### config.mk
export PLATFORM = sky130hd
export DESIGN_NAME = rgb_frame_capture
export DESIGN_NICKNAME = d
export VERILOG_FILES = /design/src/rtl/rgb_capture_pkg.sv /design/src/rtl/capture_fifo.sv /design/src/rtl/rgb_frame_capture.sv
export SDC_FILE = /design/constraint.sdc
export NUM_CORES = 1
export LEC_CHECK = 0
export CAP_MARGIN = 20
export CORE_MARGIN = 2
export CORE_UTILIZATION = 57
export CTS_CLUSTER_DIAMETER = 40
export CTS_CLUSTER_SIZE = 20
export DETAILED_ROUTE_END_ITERATION = 16
export PLACE_DENSITY = 0.82
export SKIP_CTS_REPAIR_TIMING = 1
export SYNTH_ARGS = -nofsm -noshare
export SYNTH_HDL_FRONTEND = slang
export SYNTH_SLANG_ARGS = --single-unit
### constraint.sdc
create_clock -name VGA_CLK -period 9.1 [get_ports VGA_CLK]
set_input_delay 1.82 -clock VGA_CLK [delete_from_list [all_inputs] [get_ports VGA_CLK]]
set_output_delay 1.82 -clock VGA_CLK [all_outputs]
set_load 0.01 [all_outputs]
### src/rtl/rgb_capture_pkg.sv
// Shared types and helpers for the single-shot RGB frame grabber.
// Holds the capture state encoding, default geometry and the RGB565 packer.
package rgb_capture_pkg;

  typedef enum logic [2:0] {
    S_IDLE,
    S_ARMED,
    S_CAPTURE,
    S_DRAIN,
    S_DONE
  } state_t;

  localparam int H_ACTIVE_DEF = 640;
  localparam int V_ACTIVE_DEF = 480;
  localparam int PIX_TOTAL    = H_ACTIVE_DEF * V_ACTIVE_DEF;
  localparam int CNT_W        = 19;

  function automatic logic [15:0] rgb565(input logic [7:0] r, input logic [7:0] g,
                                         input logic [7:0] b);
    return {r[7:3], g[7:2], b[7:3]};
  endfunction

endpackage

### src/rtl/capture_fifo.sv
// Synchronous first-word-fall-through FIFO with a synchronous flush.
// Pointers carry an extra wrap bit so full and empty are unambiguous.
module capture_fifo #(
  parameter int DEPTH = 16,
  parameter int WIDTH = 32
) (
  input  logic             clk,
  input  logic             rst_n,
  input  logic             flush,
  input  logic             push,
  input  logic             pop,
  input  logic [WIDTH-1:0] din,
  output logic [WIDTH-1:0] dout,
  output logic             full,
  output logic             empty
);

  localparam int AW = $clog2(DEPTH);

  logic [WIDTH-1:0] mem [DEPTH];
  logic [AW:0]      wr_ptr;
  logic [AW:0]      rd_ptr;
  logic             wr_en;
  logic             rd_en;

  assign empty = (wr_ptr == rd_ptr);
  assign full  = (wr_ptr[AW] != rd_ptr[AW]) && (wr_ptr[AW-1:0] == rd_ptr[AW-1:0]);
  assign rd_en = pop && !empty;
  // A pop frees the slot in the same cycle, so push-while-full is legal then.
  assign wr_en = push && (!full || rd_en);
  assign dout  = empty ? '0 : mem[rd_ptr[AW-1:0]];

  // NOTE: sequential state uses non-blocking assignments so every register
  // samples pre-edge values regardless of process evaluation order.
  always_ff @(posedge clk or negedge rst_n) begin
    if (!rst_n) begin
      wr_ptr <= '0;
      rd_ptr <= '0;
    end else if (flush) begin
      wr_ptr <= '0;
      rd_ptr <= '0;
    end else begin
      if (wr_en) wr_ptr <= wr_ptr + (AW+1)'(1);
      if (rd_en) rd_ptr <= rd_ptr + (AW+1)'(1);
    end
  end

  // NOTE: storage is deliberately not reset; dout is forced to zero while
  // empty, so stale entries are never visible.
  always_ff @(posedge clk) begin
    if (wr_en) mem[wr_ptr[AW-1:0]] <= din;
  end

endmodule

### src/rtl/rgb_frame_capture.sv
// Single-shot frame grabber: packs one RGB888 frame into RGB565 pixel pairs
// and queues the 32-bit words for the snapshot memory writer.
module rgb_frame_capture
  import rgb_capture_pkg::*;
#(
  parameter int H_ACTIVE   = H_ACTIVE_DEF,
  parameter int V_ACTIVE   = V_ACTIVE_DEF,
  parameter int FIFO_DEPTH = 16
) (
  input  logic             VGA_CLK,
  input  logic             RST_N,
  input  logic [7:0]       iRed,
  input  logic [7:0]       iGreen,
  input  logic [7:0]       iBlue,
  input  logic             READ_Request,
  input  logic             VGA_VS,
  input  logic             iCapture,
  input  logic             iAbort,
  output logic [31:0]      oWord,
  output logic             oWordValid,
  input  logic             iWordReady,
  output logic             oBusy,
  output logic             oDone,
  output logic             oOverflow,
  output logic             oShortFrame,
  output logic [CNT_W-1:0] oPixCount
);

  localparam logic [CNT_W-1:0] LAST_PIX = CNT_W'(H_ACTIVE * V_ACTIVE - 1);

  state_t      state_q, state_d;
  logic        vs_prev;
  logic        vs_edge;
  logic [15:0] pix565;
  logic [15:0] half_q;
  logic [31:0] word_q;
  logic        push_q;
  logic        accept, arm, short_edge;
  logic        fifo_full, fifo_empty, pop;

  assign vs_edge    = !vs_prev && VGA_VS;
  assign pix565     = rgb565(iRed, iGreen, iBlue);
  assign pop        = !fifo_empty && iWordReady;
  assign oWordValid = !fifo_empty;
  assign oBusy      = state_q inside {S_ARMED, S_CAPTURE, S_DRAIN};
  assign oDone      = (state_q == S_DONE);

  // NOTE: every combinational output gets a default first so no path
  // through the case statement can infer a latch.
  always_comb begin
    state_d    = state_q;
    accept     = 1'b0;
    arm        = 1'b0;
    short_edge = 1'b0;
    if (iAbort) begin
      state_d = S_IDLE;
    end else begin
      unique case (state_q)
        S_IDLE, S_DONE: if (iCapture) begin
          state_d = S_ARMED;
          arm     = 1'b1;
        end
        S_ARMED: if (vs_edge) state_d = S_CAPTURE;
        S_CAPTURE: begin
          if (vs_edge) begin
            state_d    = S_DRAIN;
            short_edge = 1'b1;
          end else if (READ_Request) begin
            accept = 1'b1;
            if (oPixCount == LAST_PIX) state_d = S_DRAIN;
          end
        end
        S_DRAIN: if (fifo_empty && !push_q) state_d = S_DONE;
        default: state_d = S_IDLE;
      endcase
    end
  end

  always_ff @(posedge VGA_CLK or negedge RST_N) begin
    if (!RST_N) state_q <= S_IDLE;
    else        state_q <= state_d;
  end

  always_ff @(posedge VGA_CLK or negedge RST_N) begin
    if (!RST_N) begin
      vs_prev     <= 1'b1;
      half_q      <= '0;
      word_q      <= '0;
      push_q      <= 1'b0;
      oPixCount   <= '0;
      oOverflow   <= 1'b0;
      oShortFrame <= 1'b0;
    end else begin
      vs_prev <= VGA_VS;
      push_q  <= 1'b0;
      if (iAbort || arm) half_q <= '0;
      if (arm) begin
        oPixCount   <= '0;
        oOverflow   <= 1'b0;
        oShortFrame <= 1'b0;
      end
      // Pixel parity comes from the count, which restarts at zero on arm.
      if (accept) begin
        oPixCount <= oPixCount + CNT_W'(1);
        if (!oPixCount[0]) begin
          half_q <= pix565;
        end else begin
          word_q <= {pix565, half_q};
          push_q <= 1'b1;
        end
      end
      if (short_edge) oShortFrame <= 1'b1;
      if (push_q && !iAbort && fifo_full && !pop) oOverflow <= 1'b1;
    end
  end

  capture_fifo #(
    .DEPTH (FIFO_DEPTH),
    .WIDTH (32)
  ) u_fifo (
    .clk   (VGA_CLK),
    .rst_n (RST_N),
    .flush (iAbort),
    .push  (push_q),
    .pop   (pop),
    .din   (word_q),
    .dout  (oWord),
    .full  (fifo_full),
    .empty (fifo_empty)
  );

endmodule

Word-level counts from Yosys, hierarchy flattened:

Memories as Yosys holds them, arrays and structs flattened.
Cells that the tools add are included.

* $add $sub $neg: 3
* eq/ne operators: 13
* mux-type cells: 35
* order comparisons: 0
* shift operators: 0
* divide/modulo/power cells: 0
* reductions and logical operators: 27
* multipliers: 0
* bitwise operators: 0

Operators by type and width (count)
* two-way mux 16 bit: 3
* two-way mux 19 bit: 2
* two-way mux 32 bit: 1
* two-way mux 3 bit: 7
* two-way mux 5 bit: 4
* adder 19 x 1 -> 19 bit (second input constant): 1
* == test 19 bit (second input constant): 1
* two-way mux 1 bit: 17
* case mux 3 bit (4 select lines): 1
* adder 5 x 1 -> 5 bit (second input constant): 2
* nonzero test 2 bit: 5
* logical AND 1 bit: 9
* == test 3 x 2 -> 1 bit (second input constant): 2
* logical NOT 1 bit: 6
* != test 3 bit (second input constant): 2
* == test 5 bit: 1
* AND reduction 5 bit: 1
* == test 4 bit: 1
* != test 4 x 3 -> 1 bit (second input constant): 1
* != test 4 bit (second input constant): 1
* == test 3 x 1 -> 1 bit (second input constant): 1
* == test 3 bit (second input constant): 1
* logical NOT 3 bit: 1
* != test 3 x 2 -> 1 bit (second input constant): 1
* 5 further kinds: 6

* register bits after elaboration: 84
* memories kept: 1
* latch bits: 0
* logic and storage cells: 89
* ROM bits: 0
* RAM bits: 512
* output and inout bits: 56
* input port bits: 31

Memory list
* u_fifo.mem: depth 16, bits a word 32, read ports 1, clocked after Yosys merged registers in 0, wr ports 1, line capture_fifo.sv:20 `logic [WIDTH-1:0] mem [DEPTH];`

Longest topological paths before layout:

Gate-level depths: netlist (run 1).

* depth after elaboration: 8
* mapped depth: 8
* mapped depth without buffers: 6

Cells and area by module:

From an unflattened synthesis (run 1), not the netlist that was laid out.

* cell total of the unflattened synthesis: 1162
* area total of the unflattened synthesis: 23234.8 um^2

Modules (own cells, without submodules)
* capture_fifo: sequential area each 15625.0 um^2, area each 19915.4 um^2, cells an instance 877, instances 1
* rgb_frame_capture: sequential area each 1853.0 um^2, area each 3319.4 um^2, cells an instance 285, instances 1

Worst setup path before layout (run 1):

No wires, ideal clock.

* path type: input to register
* start: input iWordReady
* end: memory u_fifo.mem[3][0] (enable)
* setup slack: 4306 ps
* cell stages on the path: 4
* path buffers: 0
* setup time: 461 ps
* data required time: 8639 ps
* data arrival time: 4333 ps
* cell sequence: inv_1 > nand2_1 > o211ai_1 > nor3_1

* word-level cells in the longest chain between the ends: 6

Ends and longest elaborated chain
* from (decl): line rgb_frame_capture.sv:21 `input logic iWordReady,`
* logical AND 1 bit: line rgb_frame_capture.sv:43 `assign pop = !fifo_empty && iWordReady;`
* logical AND 1 bit: line capture_fifo.sv:28 `assign rd_en = pop && !empty;`
* logical OR 1 bit: line capture_fifo.sv:30 `assign wr_en = push && (!full || rd_en);`
* logical AND 1 bit: line capture_fifo.sv:30
* two-way mux 1 bit: line capture_fifo.sv:51 `if (wr_en) mem[wr_ptr[AW-1:0]] <= din;`
* two-way mux 1 bit (not written as such): line capture_fifo.sv:51
* to (decl): line capture_fifo.sv:20

Every way passes these cells.

Worst setup path in the final report (run 1):

* start: register u_fifo.rd_ptr[1]
* end: output oWord[12]

* word-level cells in the longest chain between the ends: 2
* elaborated cells on any way between the ends: 3
* classes of those cells: eq/ne: 1; mux: 1; memory: 1

Ends and longest elaborated chain
* from (decl): line capture_fifo.sv:22 `logic [AW:0] rd_ptr;`
* from (signal assigned): line capture_fifo.sv:44 `if (rd_en) rd_ptr <= rd_ptr + (AW+1)'(1);`
* memory read (16 x 32 bit) / == test 5 bit (equally long branches)
* two-way mux 32 bit *: line capture_fifo.sv:31 `assign dout = empty ? '0 : mem[rd_ptr[AW-1:0]];`
* to (decl): line rgb_frame_capture.sv:19 `output logic [31:0] oWord,`

Every way passes the cells marked *; elsewhere a longest branch is shown, timed or not.

==> results, run 1 <==
- The flow ran to the end, and the final reports show no timing, DRC or antenna violations.
- The count of buffer and inverter cells on the critical path is 2.
- Counting the fill cells in the layout gives about 2500.
- The half-perimeter wire length after placement is ~25 mm.
- The fraction of synthesis flops using an asynchronous set or reset pin is 0.141.
- The kind of cell with the highest combined delay on the critical path is buffers and inverters.
- In the post-route analysis, the smallest setup slack over all paths is approximately 3.2 ns.
- The highest ir drop seen on vdd is about 0.20 mV.
- The horizontal die dimension is 205 um.
- For this configuration, the core starts out at a cell density of 0.578.
- The worst slew slack as a fraction of its limit is 0.213.
- The area taken by multi-input logic gates is roughly 5300 sq um.
- For this run, design rule violations remaining after detail routing come to 0.
- The aggregate global routing overflow is 0.
- At the pin with the least slew margin, the transition time is 1.18 ns.
- The cell count after synthesis is ~1200.
- The number of flops mapped to enable cells by yosys is 512.
- Prior to clock tree synthesis, the placed netlist has a worst setup slack of between 3 and 4 ns.
- The total power is between 0.005 and 0.006 W.
- The endpoint required time on the critical path is between 7 and 8 ns.
- The number of clock sinks seen by CTS is between 500 and 600.
- Leaving out fill and tap cells, the most frequent cell in the layout is edfxtp_1.
- For this run, the leading register cell type out of synthesis is edfxtp_1.
- The initial antenna violation count was 0.
- The smallest clock period supported by the final layout is computed as between 5 and 6 ns.
- Power spread over the standard cell area amounts to roughly 210 nW/um^2.
- STA classifies the critical path startpoint as a flip-flop.
- TritonCTS built the clock tree.
- The largest individual stage delay along the critical path comes from the cell dfrtp_4.
- The pin count of the biggest net entering global routing is about 110.
- The highest routed metal layer is met4.
- The critical path goes through buf_4 -> mux4_2 -> a22oi_1 -> a21oi_1 -> clkdlybuf4s50_1.
- For this run, the total global-route usage over all layers was measured as 0.264.
- The sequential share of power is 0.535.
- The final number of hold-violating endpoints is 0.
- The critical-path maximum fanout is between 70 and 80.
- The total clock buffers created by CTS is 58.
- The clock-pin transition on the worst setup and hold timing paths is 0.07 ns.
- The number of rows created at floorplan is between 70 and 80.
- The cell-internal power is 0.00436 W.
- The summed instance area of the synthesized netlist is between 20000 and 25000 sq um.
- The detailed route wirelength on metal2 is between 20 and 30 mm.
- By startpoint and endpoint, the worst setup path is classified as reg -> out.
- The library cell used as clock root buffer is clkbuf_16.
- The top cell types in the final layout, fill and taps aside, are edfxtp_1, mux4_2, dfrtp_1.
- For this design the total switching power over the nets is 0.00118 W.
- The first detailed-routing pass ran for 7 iterations.
- The leakage dissipation is 9.70 nW.
- Setup repair after global routing left no endpoint under its margin.
- The routed metal-1 wirelength is a little under 20 mm.
- The combined flip-flop and latch cell area is between 15000 and 20000 sq um.
- The worst path arrival time is roughly 4.1 ns.
- The layout overhead on the synthesized area is 15.7%.
- Of the total power, the share spent switching nets is 0.212.
- For the worst-skew pair, the clock arrives at the later sink with an insertion delay of roughly 0.62 ns.
- The H-tree generated during clock tree synthesis spans 2 levels.
- After the first detailed-routing iteration, the DRC count stood at approximately 1700.
- The worst reg-to-reg setup slack is roughly 5.6 ns.
- Counting flops and latches in the post-synthesis netlist gives between 500 and 600.
- Pin placement for this block handled 87 I/O pins.
- The highest clock rate is about 170 MHz.
- Yosys mapped the design onto 49 distinct sky130hd cell types.
- The share of total power dissipated in combinational logic is 0.010.
- After the last flow step, the layout net total stands at 1284.
- The number of nets still failing antenna checks after routing is 0.
- The final max-slew violation count is 0.
- The total via count after detailed routing is 12000.
- The worst setup skew after layout is approximately 0.020 ns.
- The delay of the slowest critical-path stage is a little over 1 ns.
- The die span in y is about 200 um.
- The floorplan step defined a die boundary enclosing roughly 42000 sq um.
- The clock power share is 0.455.
- The post-synthesis average cell area is between 15 and 20 sq um.
- The share of post-route cells with drive strength above 1 is 0.242.
- The share of the clock period used by the worst path is 0.648.
- During synthesis, Yosys emitted a total of 0 warnings.
- The detail-routed via count per cell is roughly 6.6.
- The register area share after synthesis is 0.759.
- The number of maximum-capacitance violations is 0.
- The critical path endpoint category is an output pin.
- The repair_antennas step left the layout with diodes totalling 0.
- The number of I/O port buffers is between 70 and 80.
- The first global-routing pass estimated 79.9 mm of wire.
- Wire segments on met3 add up to 4.84 mm in the final route.
- Routability-driven placement finished with a final weighted congestion of between 0.7 and 0.8.
- For this block, the routed nets add up to roughly 54 mm of wire.
- The aggregate negative setup slack is 0 ns.
- The floorplan core area is around 40000 sq um.
- The synthesized netlist net count is ~1200.
- Setup violations remaining at the end of the flow were counted as 0.
- In the final routed layout, each cell accounts on average for between 20 and 30 um.
- The number of global-route vias before repair is 12600.
- The longest clock path from root to sink contains 3 buffers.
- In this run the worst hold path is classified as reg -> reg.
Yosys cell counts, types with 2 or more instances:
library cell  instances  area share
o211ai_1              7      0.0023
dfrtp_1              83       0.090
buf_4                 2     0.00065
and3_1               20      0.0054
ha_1                  6      0.0033
nand2_1              58      0.0095
nor2_1               21      0.0034
edfxtp_1            512        0.67
inv_1                 7      0.0011
a21oi_1              40      0.0087
or3_1                 3     0.00082
and2_1                6      0.0016
xnor2_1               9      0.0034
o21ai_1               2     0.00043
nor4bb_1              2     0.00087
nor4_1                2     0.00054
nor2b_1               6      0.0016
mux2_2               29       0.014
o21ai_0              24      0.0052
nand4_1               6      0.0016
buf_2                16      0.0035
buf_1                 6     0.00098
mux2_1                3      0.0015
mux4_2              128        0.13
a32o_1                3      0.0013
xor2_1                5      0.0019
a31oi_1               3     0.00082
a22oi_1              64       0.021
clkbuf_1             41      0.0067
and4_1                2     0.00076
o31ai_1               4      0.0013
nor3_1                3     0.00065
nand3_1               7      0.0015
mux2i_1               6      0.0026
sequential cells by signal, indices dropped and copies added (netlist names), 3 cells and up:
register / flops
u_fifo.mem: 512
word_q: 32
oPixCount: 19
half_q: 16
u_fifo.rd_ptr: 5
u_fifo.wr_ptr: 5
state_q: 3
cell type report:
cell class / count / share of cell area
Tap cell: 525 / 0.0247
Sequential cell: 596 / 0.657
Inverter: 7 / 0.000987
Clock buffer: 65 / 0.0555
Timing Repair Buffer: 101 / 0.0417
Multi-Input combinational cell: 483 / 0.200
Clock inverter: 44 / 0.0207
path summary, 6_finish.rpt:
check,start,to,depth (start not counted)
max in group asynchronous,RST_N,vs_prev,3
worst max-delay path,u_fifo.rd_ptr[1],oWord[12],5
worst min-delay path,oPixCount[18],oPixCount[18],1
worst min register to register,oPixCount[18],oPixCount[18],1
worst max register to register,u_fifo.rd_ptr[1],u_fifo.mem[14][16],4
min in group asynchronous,RST_N,oPixCount[11],1
per-layer routing:
metal	vias up	GRT usage
met3	115	0.0565
met2	718	0.445
met5	-	0
li1	4919	-
met1	6240	0.345
met4	0	0.0894
power by group through the flow:
stage | registers (W) | logic, W | clock network, W
after floorplan | 0.00301 | 0.0000246 | 0
after global placement | 0.00302 | 0.0000533 | 0
after detailed placement | 0.00302 | 0.0000546 | 0
after CTS | 0.00296 | 0.0000551 | 0.00254
after global routing | 0.00296 | 0.0000615 | 0.00264
final | 0.00296 | 0.0000566 | 0.00252
cell families (layout without fill, tap and decap cells):
family	after synthesis	in the layout	share of synthesized area
compound gates	154	154	0.0436
xor+xnor	14	14	0.00533
fa+ha+maj	6	6	0.00326
buf+inv	72	217	0.0129
flops	596	596	0.759
mux	166	166	0.144
simple gates	143	143	0.0319
per-stage QoR:
| step | instances | cell area (sq um) | hold slack [ns] | util |
|---|---|---|---|---|
| global route | 1821 | 26600 | 0.529 | 0.668 |
| finish | 1821 | 26600 | 0.512 | 0.668 |
| floorplan | 1151 | 23000 | 0.458 | - |
| global placement | 1701 | 24400 | 0.473 | 0.612 |
| detailed placement | 1701 | 24400 | 0.478 | 0.612 |
| CTS | 1810 | 26400 | 0.513 | 0.663 |
No activity file was read; power rests on OpenSTA's default activity.
==> inputs of run 2 (changes only) <==
clock period = 5.8 ns   (was 9.1 ns; I/O delays follow)
==> results, run 2 (same netlist as run 1, synthesis figures left out) <==
- Result of the run: finished, final reports clean (unchanged).
- The highest ir drop seen on vdd came to 0.365 mV (was 0.204 mV).
- The overall routing resource usage came to 0.255 (was 0.264).
- The number of maximum-capacitance violations is 0 (unchanged).
- The number of buffers between clock root and the deepest sink came to 3 (unchanged).
- The share of post-route cells with drive strength above 1 was 0.248 (was 0.242).
- The final weighted congestion in routability-driven placement is 0.772 (was 0.773).
- The total power per unit cell area was 333 nW/um^2 (was 208 nW/um^2).
- The switching share of power is 0.218 (was 0.212).
- The layout overhead on the synthesized area is 16.5% (was 15.7%).
- The floorplan core area was 39800 sq um (unchanged).
- The library cell used as clock root buffer is clkbuf_16 (unchanged).
- The pin count of the biggest net entering global routing is 132 (was 109).
- The wire length per cell was 28.6 um (was 29.6 um).
- The clock-pin transition on the worst setup and hold timing paths is 0.07 ns (about the same).
- The die span in y is 205 um (unchanged).
- The detail-routed via count per cell was 6.59 (about the same).
- The switching power was 0.00194 W (was 0.00118 W).
- The number of global-route vias before repair came to 12500 (was 12600).
- The insertion delay to the later sink of the worst-skew pair is 0.62 ns (about the same).
- The share of the clock period used by the worst path is 0.828.
- The area of the die was 42000 sq um (unchanged).
- The initial antenna violation count came to 2 (was 0).
- Subtracting the final worst setup slack from the clock period gives around 4.8 ns.
- The final max-slew violation count came to 0 (unchanged).
- The first-pass GRT wire length was 77.3 mm (was 79.9 mm).
- The leakage dissipation is 9.81 nW (was 9.70 nW).
- The portion of total power attributed to combinational logic is 0.010 (about the same).
- The cell-internal power is 0.00698 W (was 0.00436 W).
- The type of element launching the critical path is a flip-flop (unchanged).
- The final number of hold-violating endpoints came to 0 (unchanged).
- The number of nets still failing antenna checks after routing is 0 (unchanged).
- The aggregate global routing overflow came to 0 (unchanged).
- The endpoint required time on the critical path is 4.64 ns (was 7.28 ns).
- The worst path arrival time is 3.64 ns (was 4.08 ns).
- The total setup violations reported at the end of the flow came to 0 (unchanged).
- The initial core utilization is 0.578 (unchanged).
- The horizontal die dimension came to 205 um (unchanged).
- The sequential share of power was 0.521 (was 0.535).
- The total wire length after detailed routing is 52.4 mm (was 53.8 mm).
- The total via count after detailed routing came to 12100 (was 12000).
- The iteration count of the initial detailed-routing pass was 8 (was 7).
- The post-layout net count was 1289 (was 1284).
- Unrepaired setup endpoints after global routing: false (unchanged).
- The count of buffer and inverter cells on the critical path is 2 (unchanged).
- The number of top-level design ports was 87 (unchanged).
- The number of I/O port buffers came to 78 (unchanged).
- The delay of the slowest critical-path stage is 0.70 ns (was 1.01 ns).
- The worst setup skew after layout is 0.0198 ns (was 0.0199 ns).
- The number of rows created at floorplan is 73 (unchanged).
- The type of the worst min-delay path is in -> async (was reg -> reg).
- The detailed-route DRC error count came to 0 (unchanged).
- The violation count after the first detailed-route iteration is 1610 (was 1663).
- The kind of cell with the highest combined delay on the critical path is buffers and inverters (unchanged).
- The most common cell after layout, fill and taps aside is edfxtp_1 (unchanged).
- The actual transition at the worst max-transition pin is 1.13 ns (was 1.18 ns).
- The clock tree from TritonCTS is yes (unchanged).
- The slowest cell on the critical path is buf_12 (was dfrtp_4).
- The critical-path maximum fanout is 114 (was 76).
- The number of clock sinks seen by CTS is 596 (unchanged).
- The kind of critical path is reg -> out (unchanged).
- The half-perimeter wire length after placement was 26.0 mm (was 25.2 mm).
- The number of flip-flops under the largest register name is 512 (unchanged).
- The worst slew slack as a fraction of its limit is 0.244 (was 0.213).
- The clock power share is 0.469 (was 0.455).
- Leading cell types in the layout, fill and taps excluded: edfxtp_1, mux4_2, dfrtp_1 (unchanged).
- The total power came to 0.00892 W (was 0.00554 W).
- The total clock buffers created by CTS is 61 (was 58).
- The number of H-tree branching levels came to 2 (unchanged).
- The critical path endpoint category is an output pin (unchanged).
- The aggregate negative setup slack was 0 ns (unchanged).
- The highest clock rate is 208 MHz.
- Cell-by-cell listing of the critical path: buf_12 -> mux4_2 -> a22oi_1 -> a21oi_1 -> clkdlybuf4s50_1 (was buf_4 -> mux4_2 -> a22oi_1 -> a21oi_1 -> clkdlybuf4s50_1).
## run 2: cell type report
class	count	area [sq um]
Inverter	7	26.3
Sequential cell	596	17500
Antenna cell	1	2.50
Clock inverter	50	627
Fill cell	2445	13000
Timing Repair Buffer	103	1120
Multi-Input combinational cell	483	5310
Tap cell	525	657
Clock buffer	66	1590
## run 2: worst reg2reg max path, delay by kind of cell, from the launching register on
kind / cells / cell delay (ns)
flops: 1 / 0.65
simple gates: 2 / 1.32
xor+xnor: 1 / 0.22
compound gates: 1 / 0.45
## run 2: per-layer routing
layer	global-route usage	vias up	wire (um)
met2	0.425	716	27000
met3	0.0573	114	4810
met5	0	-	13
li1	-	4944	-
met1	0.335	6292	19200
met4	0.0922	2	1410
## run 2: through the flow
stage / setup slack (ns) / cells / hold WS (ns) / util / cell area [sq um]
after floorplan: 1.67 / 1151 / 0.458 / - / 23000
after global placement: 1.50 / 1704 / 0.474 / 0.613 / 24400
after detailed placement: 1.34 / 1705 / 0.472 / 0.613 / 24400
after CTS: 0.913 / 1821 / 0.490 / 0.668 / 26600
after global routing: 0.745 / 1830 / 0.519 / 0.673 / 26800
final: 0.998 / 1831 / 0.496 / 0.673 / 26800
## run 2: path summary, 6_finish.rpt
| check | start | end | slack, ns | depth (start not counted) |
|---|---|---|---|---|
| setup / recovery | u_fifo.rd_ptr[0] | oWord[12] | 1.0 | 5 |
| hold / removal | RST_N | oPixCount[18] | 0.50 | 1 |
| setup reg to reg | u_fifo.rd_ptr[0] | u_fifo.mem[11][20] | 2.75 | 4 |
| hold reg to reg | half_q[13] | word_q[13] | 0.50 | 1 |
| max in group asynchronous | RST_N | u_fifo.rd_ptr[1] | 4.15 | 2 |
| min in group VGA_CLK | half_q[13] | word_q[13] | 0.50 | 1 |
## run 2: power by group through the flow
stage	sequential, W	combinational (W)	clock (W)
detailed placement	0.00474	0.0000876	0
CTS	0.00465	0.0000890	0.00422
floorplan	0.00473	0.0000385	0
global route	0.00465	0.0000971	0.00438
finish	0.00465	0.0000894	0.00419
global placement	0.00474	0.0000860	0
==> inputs of run 3 (changes only) <==
CORE_UTILIZATION = 55   (was 57)
PLACE_DENSITY = 0.83   (was 0.82)
clock period = 4.07 ns   (was 5.8 ns; I/O delays follow)
==> results, run 3 (same netlist as run 1, synthesis figures left out) <==
- The number of rows created at floorplan came to 74 (was 73).
- The most common cell after layout, fill and taps aside was edfxtp_1 (unchanged).
- The horizontal die dimension is 209 um (was 205 um).
- The highest ir drop seen on vdd is 0.333 mV (was 0.365 mV).
- The placement-stage cell area is 24800 sq um (was 24400 sq um).
- The startpoint of the most critical register-to-register path is u_fifo.rd_ptr[1] (was u_fifo.rd_ptr[0]).
- The detailed-route DRC error count is 0 (unchanged).
- The clock-pin transition on the worst setup and hold timing paths is 0.06 ns (was 0.07 ns).
- The final number of hold-violating endpoints is 0 (unchanged).
- The number of H-tree branching levels came to 2 (unchanged).
- The number of nets still failing antenna checks after routing came to 0 (unchanged).
- The insertion delay to the later sink of the worst-skew pair was 0.64 ns (was 0.62 ns).
- The initial core utilization was 0.560 (was 0.578).
- The count of fill cells added during filler insertion is 2540 (was 2445).
- The post-layout net count is 1316 (was 1289).
- The clock tree from TritonCTS is yes (unchanged).
- The worst setup skew after layout came to 0.0391 ns (was 0.0198 ns).
- The iteration count of the initial detailed-routing pass is 5 (was 8).
- Result of the run: finished, final reports clean (unchanged).
- The floorplan core area is 41100 sq um (was 39800 sq um).
- The actual transition at the worst max-transition pin is 0.888 ns (was 1.13 ns).
- The placed cell count is 1736 (was 1705).
- The number of maximum-capacitance violations is 0 (unchanged).
- The final instance area is 27000 sq um (was 26800 sq um).
- The number of global-route vias before repair came to 12300 (was 12500).
- The number of clock sinks seen by CTS is 596 (unchanged).
- The endpoint required time on the critical path came to 3.26 ns (was 4.64 ns).
- The time the final worst path needs with I/O delays and setup is between 3 and 4 ns.
- The final max-slew violation count came to 0 (unchanged).
- The area of the die is 43500 sq um (was 42000 sq um).
- The worst reg-to-reg path cell count came to 6 (was 4).
- The library cell used as clock root buffer is clkbuf_16 (unchanged).
- The final weighted congestion in routability-driven placement came to 0.829 (was 0.772).
- The number of buffers between clock root and the deepest sink came to 3 (unchanged).
- The total clock buffers created by CTS is 60 (was 61).
- The critical-path maximum fanout is 45 (was 114).
- The total via count after detailed routing is 12200 (was 12100).
- The die span in y is 209 um (was 205 um).
- The worst reg-to-reg setup slack is 1.03 ns (was 2.75 ns).
- The pin count of the biggest net entering global routing is 67 (was 132).
- The worst hold-check slack is 0.298 ns (was 0.496 ns).
- The half-perimeter wire length after placement is 29.1 mm (was 26.0 mm).
- The number of I/O port buffers was 78 (unchanged).
- The layout overhead on the synthesized area is 17.5% (was 16.5%).
- The area taken by multi-input logic gates is 5310 sq um (unchanged).
- The worst slew slack as a fraction of its limit is 0.408 (was 0.244).
- The aggregate global routing overflow was 0 (unchanged).
- Leading cell types in the layout, fill and taps excluded: edfxtp_1, mux4_2, dfrtp_1 (unchanged).
- The detail-routed via count per cell is 6.52 (was 6.59).
- The first-pass GRT wire length is 79.8 mm (was 77.3 mm).
- The leakage dissipation is 9.94 nW (was 9.81 nW).
- The number of top-level design ports is 87 (unchanged).
- The type of the worst min-delay path is in -> async (unchanged).
- The kind of critical path is reg -> out (unchanged).
- The wire length per cell came to 28.8 um (was 28.6 um).
- The combined flip-flop and latch cell area came to 17500 sq um (about the same).
- The type of element launching the critical path was a flip-flop (unchanged).
- Derived from the worst setup path, the maximum achievable clock frequency is around 250 MHz.
- The overall routing resource usage is 0.251 (was 0.255).
- The worst path arrival time was 3.14 ns (was 3.64 ns).
- The end of the worst register-to-register path is u_fifo.mem[13][19] (was u_fifo.mem[11][20]).
- The share of the clock period used by the worst path is 0.970.
- The final cell count without fillers is 1864 (was 1831).
- The total power per unit cell area was 465 nW/um^2 (was 333 nW/um^2).
- The number of flip-flops under the largest register name came to 512 (unchanged).
- The share of post-route cells with drive strength above 1 is 0.264 (was 0.248).
- The total wire length after detailed routing was 53.8 mm (was 52.4 mm).
- The total setup violations reported at the end of the flow is 0 (unchanged).
- The critical path endpoint category is an output pin (unchanged).
- The initial antenna violation count is 1 (was 2).
- The violation count after the first detailed-route iteration is 1393 (was 1610).
## run 3: cell count changes in the layout (fill, tap and decap cells not counted), sizes merged
cell / delta
inv: +3
buf: +28
clkbuf: +1
clkinv: -4
bufinv: -2
## run 3: critical path: stages (launching register included)
cell and delay [ns]:
dfrtp_4 0.63, buf_16 0.36, mux4_2 0.59, a22oi_1 0.23, a21oi_1 0.16, clkdlybuf4s50_1 0.51
## run 3: stage by stage
step	setup WS, ns	power [W]	TNS (ns)	utilization
after floorplan	0.282	0.00679	0	-
after global placement	0.732	0.00688	0	0.603
after detailed placement	0.665	0.00688	0	0.603
after CTS	-0.00525	0.0126	-0.00525	0.655
after global routing	-0.0271	0.0129	-0.0271	0.658
final	0.120	0.0126	0	0.658
## run 3: final cells by class
| cell class | count | share of cell area |
|---|---|---|
| inverters | 7 | 0.000972 |
| well taps | 532 | 0.0246 |
| multi-input cells | 483 | 0.196 |
| flip-flops and latches | 596 | 0.647 |
| diodes | 1 | 0.0000925 |
| clock inverters | 47 | 0.0205 |
| repair buffers | 131 | 0.0518 |
| clock buffers | 67 | 0.0589 |
## run 3: layer usage
layer / part of all wire / vias to the layer above / GRT usage
met4: 0.029 / 0 / 0.0835
met1: 0.38 / 6333 / 0.335
met5: 0 / - / 0
met3: 0.088 / 116 / 0.0589
li1: - / 5006 / -
met2: 0.51 / 698 / 0.414
## run 3: how the worst max path moves through the flow
stage / cells after the start / from / slack (ns) / to
4_1_cts: 5 / u_fifo.rd_ptr[0] / -0.005 / oWord[4]
2_1_floorplan: 4 / iWordReady / 0.28 / u_fifo.mem[3][0]
6_report: 5 / u_fifo.rd_ptr[0] / 0.12 / oWord[2]
3_5_place_dp: 5 / u_fifo.rd_ptr[0] / 0.67 / oWord[2]
3_3_place_gp: 5 / u_fifo.rd_ptr[0] / 0.73 / oWord[28]
5_1_grt: 5 / u_fifo.rd_ptr[0] / -0.03 / oWord[2]
## run 3: where the power goes
part	internal, W	total [W]	switching (W)
sequential	0.00658	0.00662	0.0000401
clock	0.00318	0.00581	0.00264
combinational	0.0000528	0.000131	0.0000784
total	0.00981	0.0126	0.00276
